===== config.mk =====
export PLATFORM = sky130hd
export DESIGN_NAME = gray_count_ctrl
export DESIGN_NICKNAME = d
export VERILOG_FILES = /design/src/rtl/gray_ctrl_pkg.sv /design/src/rtl/bin2gray.sv /design/src/rtl/gray_count_ctrl.sv
export SDC_FILE = /design/constraint.sdc
export NUM_CORES = 1
export LEC_CHECK = 0
export BUFFER_PORTS_ARGS = -buffer_cell sky130_fd_sc_hd__buf_4
export CORE_MARGIN = 1.5
export CORE_UTILIZATION = 51
export CTS_BUF_LIST = sky130_fd_sc_hd__clkbuf_8 sky130_fd_sc_hd__clkbuf_16
export DETAILED_ROUTE_END_ITERATION = 10
export GPL_TIMING_DRIVEN = 0
export PLACE_DENSITY = 0.82
export SYNTH_ARGS = -nofsm -noshare
export SYNTH_HDL_FRONTEND = slang
export SYNTH_SLANG_ARGS = --single-unit

===== constraint.sdc =====
create_clock -name clk -period 1.9 [get_ports clk]
set_clock_uncertainty 0.1 [all_clocks]
set_input_delay 0.095 -clock clk [delete_from_list [all_inputs] [get_ports clk]]
set_output_delay 0.095 -clock clk [all_outputs]
set_load 0.02 [all_outputs]

===== src/rtl/gray_ctrl_pkg.sv =====
// Shared op-codes, state encoding and default width for the Gray-code
// counter sequencer.
package gray_ctrl_pkg;

  localparam int DEFAULT_WIDTH = 4;

  localparam logic [1:0] OP_RUN_N    = 2'b00;
  localparam logic [1:0] OP_RUN_FREE = 2'b01;
  localparam logic [1:0] OP_STOP     = 2'b10;
  localparam logic [1:0] OP_LOAD     = 2'b11;

  typedef enum logic [1:0] {
    ST_IDLE     = 2'd0,
    ST_RUN_N    = 2'd1,
    ST_RUN_FREE = 2'd2
  } state_t;

endpackage


===== src/rtl/bin2gray.sv =====
// Combinational binary-to-Gray converter: g = b ^ (b >> 1).
module bin2gray #(
  parameter int WIDTH = 4
) (
  input  logic [WIDTH-1:0] b,
  output logic [WIDTH-1:0] g
);

  genvar gi;
  generate
    for (gi = 0; gi < WIDTH - 1; gi++) begin : g_bit
      assign g[gi] = b[gi] ^ b[gi+1];
    end
  endgenerate

  assign g[WIDTH-1] = b[WIDTH-1];

endmodule


===== src/rtl/gray_count_ctrl.sv =====
// Command-driven Gray-code counter sequencer: binary count register whose
// Gray encoding is streamed over a valid/ready interface.
module gray_count_ctrl
  import gray_ctrl_pkg::*;
#(
  parameter int WIDTH = DEFAULT_WIDTH
) (
  input  logic             clk,
  input  logic             rst,
  input  logic             cmd_valid,
  output logic             cmd_ready,
  input  logic [1:0]       cmd_op,
  input  logic [WIDTH-1:0] cmd_arg,
  output logic [WIDTH-1:0] g_out,
  output logic             g_valid,
  input  logic             g_ready,
  output logic             busy,
  output logic             done,
  output logic             wrap,
  output logic             cmd_err
);

  state_t           state_reg, state_next;
  logic [WIDTH-1:0] cnt_reg, cnt_next;
  logic [WIDTH-1:0] rem_reg, rem_next;
  logic             done_reg, done_next;
  logic             wrap_reg, wrap_next;
  logic             err_reg, err_next;
  logic             xfer;
  logic             cmd_fire;

  assign cmd_ready = 1'b1;
  assign cmd_fire  = cmd_valid & cmd_ready;
  assign g_valid   = (state_reg != ST_IDLE);
  assign busy      = (state_reg != ST_IDLE);
  assign xfer      = g_valid & g_ready;
  assign done      = done_reg;
  assign wrap      = wrap_reg;
  assign cmd_err   = err_reg;

  // g_out follows the registered count, so it can only move after a transfer or LOAD.
  bin2gray #(.WIDTH(WIDTH)) u_bin2gray (
    .b (cnt_reg),
    .g (g_out)
  );

  always_comb begin
    state_next = state_reg;
    cnt_next   = cnt_reg;
    rem_next   = rem_reg;
    done_next  = 1'b0;
    wrap_next  = 1'b0;
    err_next   = 1'b0;

    if (state_reg == ST_IDLE) begin
      if (cmd_fire) begin
        case (cmd_op)
          OP_LOAD: cnt_next = cmd_arg;
          OP_RUN_N: begin
            if (cmd_arg != '0) begin
              rem_next   = cmd_arg;
              state_next = ST_RUN_N;
            end else begin
              done_next = 1'b1;
            end
          end
          OP_RUN_FREE: state_next = ST_RUN_FREE;
          default: ;
        endcase
      end
    end else begin
      if (xfer) begin
        cnt_next  = cnt_reg + 1'b1;
        wrap_next = &cnt_reg;
        if (state_reg == ST_RUN_N) begin
          rem_next = rem_reg - 1'b1;
          if (rem_reg == WIDTH'(1)) begin
            state_next = ST_IDLE;
            done_next  = 1'b1;
          end
        end
      end
      // STOP and a final transfer both land in IDLE; done above is kept regardless.
      if (cmd_fire) begin
        if (cmd_op == OP_STOP) state_next = ST_IDLE;
        else                   err_next   = 1'b1;
      end
    end
  end

  always_ff @(posedge clk) begin
    if (rst) begin
      state_reg <= ST_IDLE;
      cnt_reg   <= '0;
      rem_reg   <= '0;
      done_reg  <= 1'b0;
      wrap_reg  <= 1'b0;
      err_reg   <= 1'b0;
    end else begin
      state_reg <= state_next;
      cnt_reg   <= cnt_next;
      rem_reg   <= rem_next;
      done_reg  <= done_next;
      wrap_reg  <= wrap_next;
      err_reg   <= err_next;
    end
  end

endmodule


=== After elaboration in Yosys (flattened, before gate mapping) ===
Index checks and enable logic that the tools add are counted.

* Bits in read-only memories: 0
* Bits in latches: 0
* Register bits after elaboration: 13
* Memories kept: 0
* Output and inout port bits: 10
* Bits in writable memories: 0

* Multipliers: 0
* Shift operators: 0
* Bitwise operators: 6
* Add/sub/neg operators: 2
* Div/mod/pow operators: 0
* Reductions and logical operators: 12
* Multiplexer cells: 27
* Magnitude comparators: 0
* Eq/ne operators: 11

{| class="wikitable"
|+ Operators by type and width
! kind !! count
|-
| two-way mux 4 bit || 10
|-
| two-way mux 2 bit || 8
|-
| two-way mux 1 bit || 8
|-
| != test 2 x 1 -> 1 bit, second input constant || 3
|-
| AND reduction 3 bit || 2
|-
| nonzero test 2 bit || 3
|-
| OR reduction 3 bit || 2
|-
| AND reduction 5 bit || 1
|-
| adder 4 x 1 -> 4 bit, second input constant || 1
|-
| == test 2 x 1 -> 1 bit, second input constant || 2
|-
| == test 2 bit, second input constant || 2
|-
| == test 4 x 1 -> 1 bit, second input constant || 1
|-
| logical NOT 2 bit || 2
|-
| one-hot mux 2 bit (2 select lines) || 1
|-
| AND reduction 4 bit || 1
|-
| nonzero test 4 bit || 1
|-
| subtractor 4 x 1 -> 4 bit, second input constant || 1
|-
| != test 3 x 1 -> 1 bit, second input constant || 1
|-
| != test 3 bit, second input constant || 1
|-
| XOR 1 bit || 3
|-
| != test 2 bit, second input constant || 1
|-
| NOT 1 bit || 2
|-
| AND 1 bit || 1
|}

=== Logic depth before layout (Yosys ltp) ===
Gate-level depths: netlist of run 1.

* Word-level depth: 7
* Mapped depth: 6
* Mapped depth without buffers: 6

=== By module ===
From an unflattened synthesis of run 1, not the netlist that was laid out.

* Cell total of the unflattened synthesis: 103
* Area total of the unflattened synthesis: 820.8 µm²

{| class="wikitable"
|+ Modules (own cells, without submodules)
! module !! area an instance (µm²) !! instances !! cells an instance
|-
| gray_count_ctrl || 787.0 || 1 || 99
|-
| bin2gray || 33.8 || 1 || 4
|}

=== Worst setup path after synthesis of run 1 ===
No wires, ideal clock.

* Path type: register to register
* Start: register state_reg[1]
* End: register cnt_reg[2]
* Library setup time: 0.117 ns
* Setup slack: 0.504 ns
* Period minus slack after synthesis: 1.396 ns
* Stages on the path, launching flop included: 6
* Required time: 1.683 ns
* Arrival: 1.178 ns
* Path buffers: 0
* Cell sequence: dfxtp_1 -> nor2_4 -> inv_2 -> o21ai_2 -> o21ai_1 -> a32o_1

* Longest elaborated chain between the ends: 4
* Elaborated cells on any way between the ends: 8

{| class="wikitable"
|+ Ends and longest elaborated chain
! item !! line !! RTL
|-
| start, declared || gray_count_ctrl.sv:23 || <nowiki>state_t state_reg, state_next;</nowiki>
|-
| start signal, assigned || gray_count_ctrl.sv:100 || <nowiki>state_reg <= state_next;</nowiki>
|-
| nonzero test 2 bit || n/a ||
|-
| net busy || gray_count_ctrl.sv:17 || <nowiki>output logic busy,</nowiki>
|-
| AND 1 bit || gray_count_ctrl.sv:36 || <nowiki>assign xfer = g_valid & g_ready;</nowiki>
|-
| nonzero test 2 bit (no line) || n/a ||
|-
| AND reduction 3 bit (no line) || n/a ||
|-
| end signal, assigned || gray_count_ctrl.sv:101 || <nowiki>cnt_reg <= cnt_next;</nowiki>
|-
| end, declared || gray_count_ctrl.sv:24 || <nowiki>logic [WIDTH-1:0] cnt_reg, cnt_next;</nowiki>
|}

The timed path passes the listed nets, and every way through them passes these cells.
A chain may end at the register's enable or synchronous reset.

=== Worst setup path in the final report of run 1 ===
* Start: register state_reg[1]
* End: register cnt_reg[2]

* Longest elaborated chain between the ends: 4
* Elaborated cells on any way between the ends: 8

{| class="wikitable"
|+ Ends and longest elaborated chain
! item !! line !! RTL
|-
| nonzero test 2 bit || gray_count_ctrl.sv:34 || <nowiki>assign g_valid = (state_reg != ST_IDLE);</nowiki>
|-
| AND 1 bit || gray_count_ctrl.sv:36 ||
|-
| nonzero test 2 bit (no line) || n/a ||
|-
| AND reduction 3 bit (no line) || n/a ||
|}

Parallel ways exist; a longest one is shown, timed or not.

==> qor.txt, run 1 <==
Boundary pin count: 20
Fmax: 0.637 GHz
Clock root buffer: clkbuf_8
Top Metal Used: met4
TritonCTS clock tree: built
Antenna Cells: 0
Adder-cell area share of the yosys netlist: 7.42%
WL final: 2040 µm
Hold Path Origin: g_ready
FF-to-FF End: cnt_reg[2]
Setup_tns: 0 ns
Grt total ovfl: 0
GP Congestion: 0.860
Post-synth design cell area: 843 µm²
Die Ht: 43.7 µm
Final instance area: 1040 µm²
Gr usage total: 23.8%
Initial Util: 55.3%
Die W: 43.7 µm
Final period utilization: 82.6%
Area of the multi-input gates: 510 µm²
FF-to-FF Start: state_reg[1]
WL met1: 868 µm
Synth cell types: 37
Rows: 14
Worst hold path class: in2reg
Largest net degree at the start of global routing: 11
Die area: 1910 µm²
Compound-gate portion of the synthesized area: 27.6%
Wire per inst: 14.6 µm
Routed wl met2: 953 µm
Initial antenna violation count: 0
Syn_nets: 117
Drt first pass iters: 4
Depth of the CTS H-tree: 1
Layout Nets: 140
Leak: 0.453 nW
CTS sink count: 13
CP Launch Type: flip-flop
Port buffer count: 18
Crit path arrival time: 1.61 ns
Vias in the first global route: 736
Met3 Routed Length: 184 µm
Core Area: 1520 µm²
Bufs on Longest Clock Path: 2
Mux share of post-synthesis cell area: 1.19%
Post-CTS setup buffers: 0
DP Area: 998 µm²
Share of cells above drive strength 1: 26.6%
Maximum vdd drop: 0.426 mV
Drt via density: 6.24
Post-synthesis average cell area: 8.27 µm²
Hold Buf Count CTS: 0
Fillers: 132
Crit path max fanout: 8
CP required: 1.94 ns
Area growth syn-to-layout: 23.7%
CTS clk-pin slew, worst paths: 0.06 ns
Ys Warns: 0
Setup Viol. Count Final: 0
Top-area cell type share of the netlist area: 30.9%
Cells after Synth: 102
Seq/Total Area, Yosys: 30.9%
Residual DRC: 0
Minimum clock period after layout: 1.57 ns
Largest family of logic cells by synthesized area: compound AO/OA/AOI/OAI gates
Post-DRT Antenna Nets: 0
CTS Buf Count: 3
Register bit total from synthesis: 13
Vias: 873
XOR/XNOR share of the synthesized area: 0%
Iteration-0 DRC Markers: 37
PwrDens: 764 nW/µm²
Unrepaired setup endpoints after global routing: false
Kind of critical path: reg2reg
Final Hold Viols: 0
DP Wirelength: 1440 µm
Synth top area cells: dfxtp_1 (31%), ha_1 (7.4%), a21oi_1 (6.5%)
Outcome: complete, no violations
Register Area: 260 µm²
Crit. End Element: flip-flop
Synth area leader: dfxtp_1
FF-to-FF setup slack: 0.33 ns
Clk_lat worst skew: 0.25 ns
Simple-gate share of the synthesized area: 23.9%
First-pass GRT wire length: 3310 µm
Max cap viols: 0
Hold Crit Endpoint: wrap
Hold Path Depth: 3
Slew Viols, Final: 0
Post-CTS sizing: 0
Worst Reg-to-Reg Cells: 5
## layout by cell type, fill, tap and decap left out, drive strengths merged, types with 2 or more instances in the layout
cell     count
a211oi       2
a21oi       11
a311oi       2
buf         24
clkbuf       4
dfxtp       13
ha           5
inv          8
nand2       10
nand3        5
nand3b       3
nor2         4
nor3         3
o211ai       3
o21ai        6
o2bb2ai      2
o31ai        2
or3          4
## layout make-up
type / count / area share (%)
multi-input cells: 75 / 48.9
well taps: 16 / 1.92
plain buffers: 7 / 4.44
inverters: 7 / 2.52
repair buffers: 18 / 12.9
clock buffers: 3 / 3.96
flip-flops and latches: 13 / 24.9
clock inverters: 1 / 0.360
## synthesized netlist by cell type
library cell / instances
nand3b_1: 3
mux2i_1: 1
nor2_1: 3
nand2_1: 10
a21boi_1: 1
o31ai_1: 1
o2bb2ai_1: 2
nor2b_1: 1
dfxtp_1: 13
nor4_2: 1
or3b_4: 1
or4_1: 1
inv_2: 1
a31o_1: 1
nor4b_1: 1
o21ai_1: 3
o21a_1: 1
nor3_1: 3
a311oi_1: 2
ha_1: 5
a2bb2oi_1: 1
a32o_1: 1
or3_1: 4
o31ai_4: 1
buf_4: 5
inv_1: 6
conb_1: 1
nor2_4: 1
o21ai_2: 1
a211oi_1: 2
a21oi_1: 11
o21ai_0: 2
nand3_1: 5
nor3b_1: 1
buf_2: 1
clkbuf_1: 1
o211ai_1: 3
## how the worst max path moves through the flow
stage | startpoint | end | slack (ns) | cells after the start
4_1_cts | state_reg[1] | cnt_reg[2] | 0.34 | 5
6_report | state_reg[1] | cnt_reg[2] | 0.33 | 5
3_3_place_gp | state_reg[1] | cnt_reg[2] | 0.36 | 5
5_1_grt | state_reg[1] | rem_reg[2] | 0.22 | 5
3_5_place_dp | state_reg[1] | cnt_reg[2] | 0.36 | 5
2_1_floorplan | state_reg[1] | cnt_reg[2] | 0.50 | 5
## metrics by stage
step	power (mW)	hold WS, ns	utilization (%)	cells	worst slack, ns
final	0.797	0.0440	68.5	140	0.330
after global routing	0.835	0.0691	68.5	140	0.223
after CTS	0.797	0.0441	68.5	140	0.344
after detailed placement	0.550	0.299	65.5	136	0.357
after global placement	0.545	0.301	65.5	136	0.359
after floorplan	0.473	0.136	-	102	0.504
## report_power, final
part | leakage (nW) | internal (mW) | total, mW | switching, mW
combinational | 0.320 | 0.103 | 0.240 | 0.137
clock | 0.0269 | 0.143 | 0.248 | 0.105
sequential | 0.106 | 0.292 | 0.309 | 0.0173
## critical path, cell delays in order, from the launching register on
cell     delay, ns
dfxtp_1       0.33
nor2_4        0.19
inv_2         0.14
o21ai_2       0.32
o21ai_1       0.12
a32o_1        0.27
## metal layers
| layer | vias to the layer above | track usage, % |
|---|---|---|
| li1 | 420 | - |
| met1 | 400 | 30.7 |
| met2 | 48 | 38.8 |
| met3 | 5 | 3.75 |
| met4 | 0 | 10.9 |
| met5 | - | 0 |
## cells by family after synthesis
logic type,Yosys count
multiplexers,1
other,1
AO/OA/AOI/OAI,33
AND/OR/NAND/NOR,35
adder cells (fa/ha/maj),5
buffers and inverters,14
flip-flops,13
(Power assumes the default switching activity.)
==> run 2, diff against run 1 <==
--- a/config.mk
+++ b/config.mk
@@ -7,11 +7,11 @@
 export LEC_CHECK = 0
 export BUFFER_PORTS_ARGS = -buffer_cell sky130_fd_sc_hd__buf_4
 export CORE_MARGIN = 1.5
-export CORE_UTILIZATION = 51
+export CORE_UTILIZATION = 46
 export CTS_BUF_LIST = sky130_fd_sc_hd__clkbuf_8 sky130_fd_sc_hd__clkbuf_16
 export DETAILED_ROUTE_END_ITERATION = 10
 export GPL_TIMING_DRIVEN = 0
-export PLACE_DENSITY = 0.82
+export PLACE_DENSITY = 0.79
 export SYNTH_ARGS = -nofsm -noshare
 export SYNTH_HDL_FRONTEND = slang
 export SYNTH_SLANG_ARGS = --single-unit
==> constraint.sdc (replaced) <==
create_clock -name clk -period 1.4 [get_ports clk]
set_clock_uncertainty 0.1 [all_clocks]
set_input_delay 0.07 -clock clk [delete_from_list [all_inputs] [get_ports clk]]
set_output_delay 0.07 -clock clk [all_outputs]
set_load 0.02 [all_outputs]
==> run 2 against run 1 <==
The run now ends with setup timing left. Utilization shrank 5.7 points. Maximum frequency rose by 7.1%. Sequential cell count is the same. Design area increased by 3.8%. Sequential share of layout area is 0.58 points lower. Combinational power is 40% higher. First-iteration DRC count is 81% lower. Wire length grew 0.83%.
==> qor.txt, run 2 (synthesis gave the netlist of run 1 again) <==
Outcome: finished with violations
Failing checks: setup timing
Post-CTS setup buffers: 0 (unchanged)
Gr usage total: 21.6% (-2.2 points)
Minimum clock period after layout: 1.47 ns (-0.104 ns)
Leak: 0.459 nW (+1.4%)
Wire per inst: 13.8 µm (-5.3%)
Max cap viols: 0 (unchanged)
Crit. End Element: flip-flop
Core Area: 1730 µm² (+13%)
Depth of the CTS H-tree: 1 (unchanged)
Comb pwr share: 30.9% (+0.8 points)
Antenna Cells: 0 (unchanged)
Share of cells above drive strength 1: 32.3% (+5.6 points)
CP Launch Type: flip-flop
Bufs on Longest Clock Path: 2 (unchanged)
Most used routing layer: met2
Hold Buf Count CTS: 0 (unchanged)
Worst hold path class: in2reg
Overall Power: 1.09 mW (+37%)
Rows: 15 (+1)
Kind of critical path: reg2reg
DP Wirelength: 1520 µm (+5.0%)
First-pass GRT wire length: 3240 µm (-2.3%)
Core Util, Final: 62.8% (-5.7 points)
Boundary pin count: 20 (unchanged)
Unrepaired setup endpoints after global routing: true
Vias: 844 (-3.3%)
Crit path max fanout: 3 (-5)
Drt via density: 5.66 (-9.2%)
Switch Pwr: 352 µW (+36%)
FF-to-FF Start: rem_reg[1]
Worst Reg-to-Reg Cells: 4 (-1)
Grt total ovfl: 0 (unchanged)
GR Util met1: 24.4% (-6.3 points)
Drt first pass iters: 4 (unchanged)
Hold Path Origin: cmd_valid
Final period utilization: 105% (+22 points)
PwrDens: 1010 nW/µm² (+32%)
Sw frac: 32.2% (-0.28 points)
Layout Nets: 140 (unchanged)
Vias in the first global route: 797 (+8.3%)
Slew Viols, Final: 0 (unchanged)
Setup Viol. Count Final: 3 (+3)
Met3 GRT Util: 3.57% (-0.18 points)
CTS clk-pin slew, worst paths: 0.06 ns (about the same)
FF-to-FF End: rem_reg[3]
Fillers: 162 (+23%)
FF-to-FF setup slack: -0.07 ns (-0.40 ns)
Initial antenna violation count: 0 (unchanged)
Clock root buffer: clkbuf_8
PnR worst setup slack: -0.0654 ns (-0.396 ns)
Critical Path Source: rem_reg[1]
Maximum vdd drop: 0.588 mV (+38%)
Residual DRC: 0 (unchanged)
Die area: 2100 µm² (+10%)
CP required: 1.48 ns (-0.46 ns)
Die Ht: 45.8 µm (+4.9%)
Clock group share of total power: 30.4% (-0.7 points)
Clk_lat worst skew: 0.24 ns (about the same)
CTS Buf Count: 3 (unchanged)
Area growth syn-to-layout: 28.5%
Largest net degree at the start of global routing: 11 (unchanged)
Die W: 45.8 µm (+4.9%)
WL final: 2060 µm (+0.83%)
GRT met2 Usage: 39.4% (+0.61 points)
Hold Path Depth: 3 (unchanged)
Final Hold Viols: 0 (unchanged)
GP Congestion: 0.793 (-7.7%)
CTS sink count: 13 (unchanged)
Post-DRT Antenna Nets: 0 (unchanged)
Most common cell after layout, fill and taps aside: buf_4
Most frequent cells in the layout: buf_4 (22), nand2_1 (10), a21oi_1 (10), dfxtp_1 (10), inv_1 (6)
CP Capture Point: rem_reg[3]
Int Power: 740 µW (+37%)
Iteration-0 DRC Markers: 7 (-81%)
Initial Util: 48.8% (-6.5 points)
Flop pwr share: 38.7% (about the same)
TritonCTS clock tree: built
Port buffer count: 18 (unchanged)
Fmax: 0.682 GHz (+7.1%)
Crit path arrival time: 1.54 ns (-0.07 ns)
-- run 2: final cells by class --
type	instances	area [µm²]	share of cell area [%]
buffer	7	51.3	4.73
clock buffer	3	41.3	3.81
clock inverter	1	3.75	0.346
inverter	7	28.8	2.66
multi-input combinational	75	528	48.7
sequential	13	264	24.4
tap	25	31.3	2.89
timing repair buffer	18	135	12.5
-- run 2: layer usage --
| metal | part of all wire (%) | vias up | routed length, µm |
|---|---|---|---|
| li1 | - | 414 | - |
| met1 | 45 | 400 | 926 |
| met2 | 49 | 26 | 1000 |
| met3 | 4.8 | 4 | 98 |
| met4 | 1.4 | 0 | 28 |
| met5 | 0 | - | 0 |
-- run 2: what timing repair did --
item	in CTS	in global routing
pin swaps	5	3
endpoints found under the setup margin	8	7
resized for setup	9	2
-- run 2: how the worst min path moves through the flow --
| stage | to | slack [ns] |
|---|---|---|
| after floorplan | cmd_err | 0.11 |
| after global placement | cmd_err | 0.26 |
| after detailed placement | cmd_err | 0.27 |
| after CTS | cmd_err | 0.02 |
| after global routing | cmd_err | 0.03 |
| final | cmd_err | 0.02 |
-- run 2: power by group through the flow --
| stage | combinational (mW) | sequential, mW | clock [mW] |
|---|---|---|---|
| 4_1_cts | 0.332 | 0.423 | 0.344 |
| 6_report | 0.337 | 0.423 | 0.332 |
| 2_1_floorplan | 0.219 | 0.423 | 0 |
| 3_5_place_dp | 0.320 | 0.427 | 0 |
| 5_1_grt | 0.370 | 0.425 | 0.350 |
| 3_3_place_gp | 0.312 | 0.426 | 0 |
-- run 2: worst max-delay path, cell delays in order, from the launching register on --
cell       delay (ns)
dfxtp_2          0.32
or3_1            0.38
or3_1            0.34
a21oi_2          0.15
o2bb2ai_1        0.12
-- run 2: per-stage QoR --
stage          TNS [ns]  setup slack [ns]  hold slack (ns)  std cells  instance area, µm²
6_report        -0.0786           -0.0654           0.0236        149                1080
5_1_grt          -0.466            -0.110           0.0311        149                1080
4_1_cts         -0.0356           -0.0348           0.0173        149                1080
3_5_place_dp     -0.545            -0.138            0.271        145                1010
3_3_place_gp     -0.454            -0.132            0.263        145                1010
2_1_floorplan         0           0.00422            0.111        102                 843
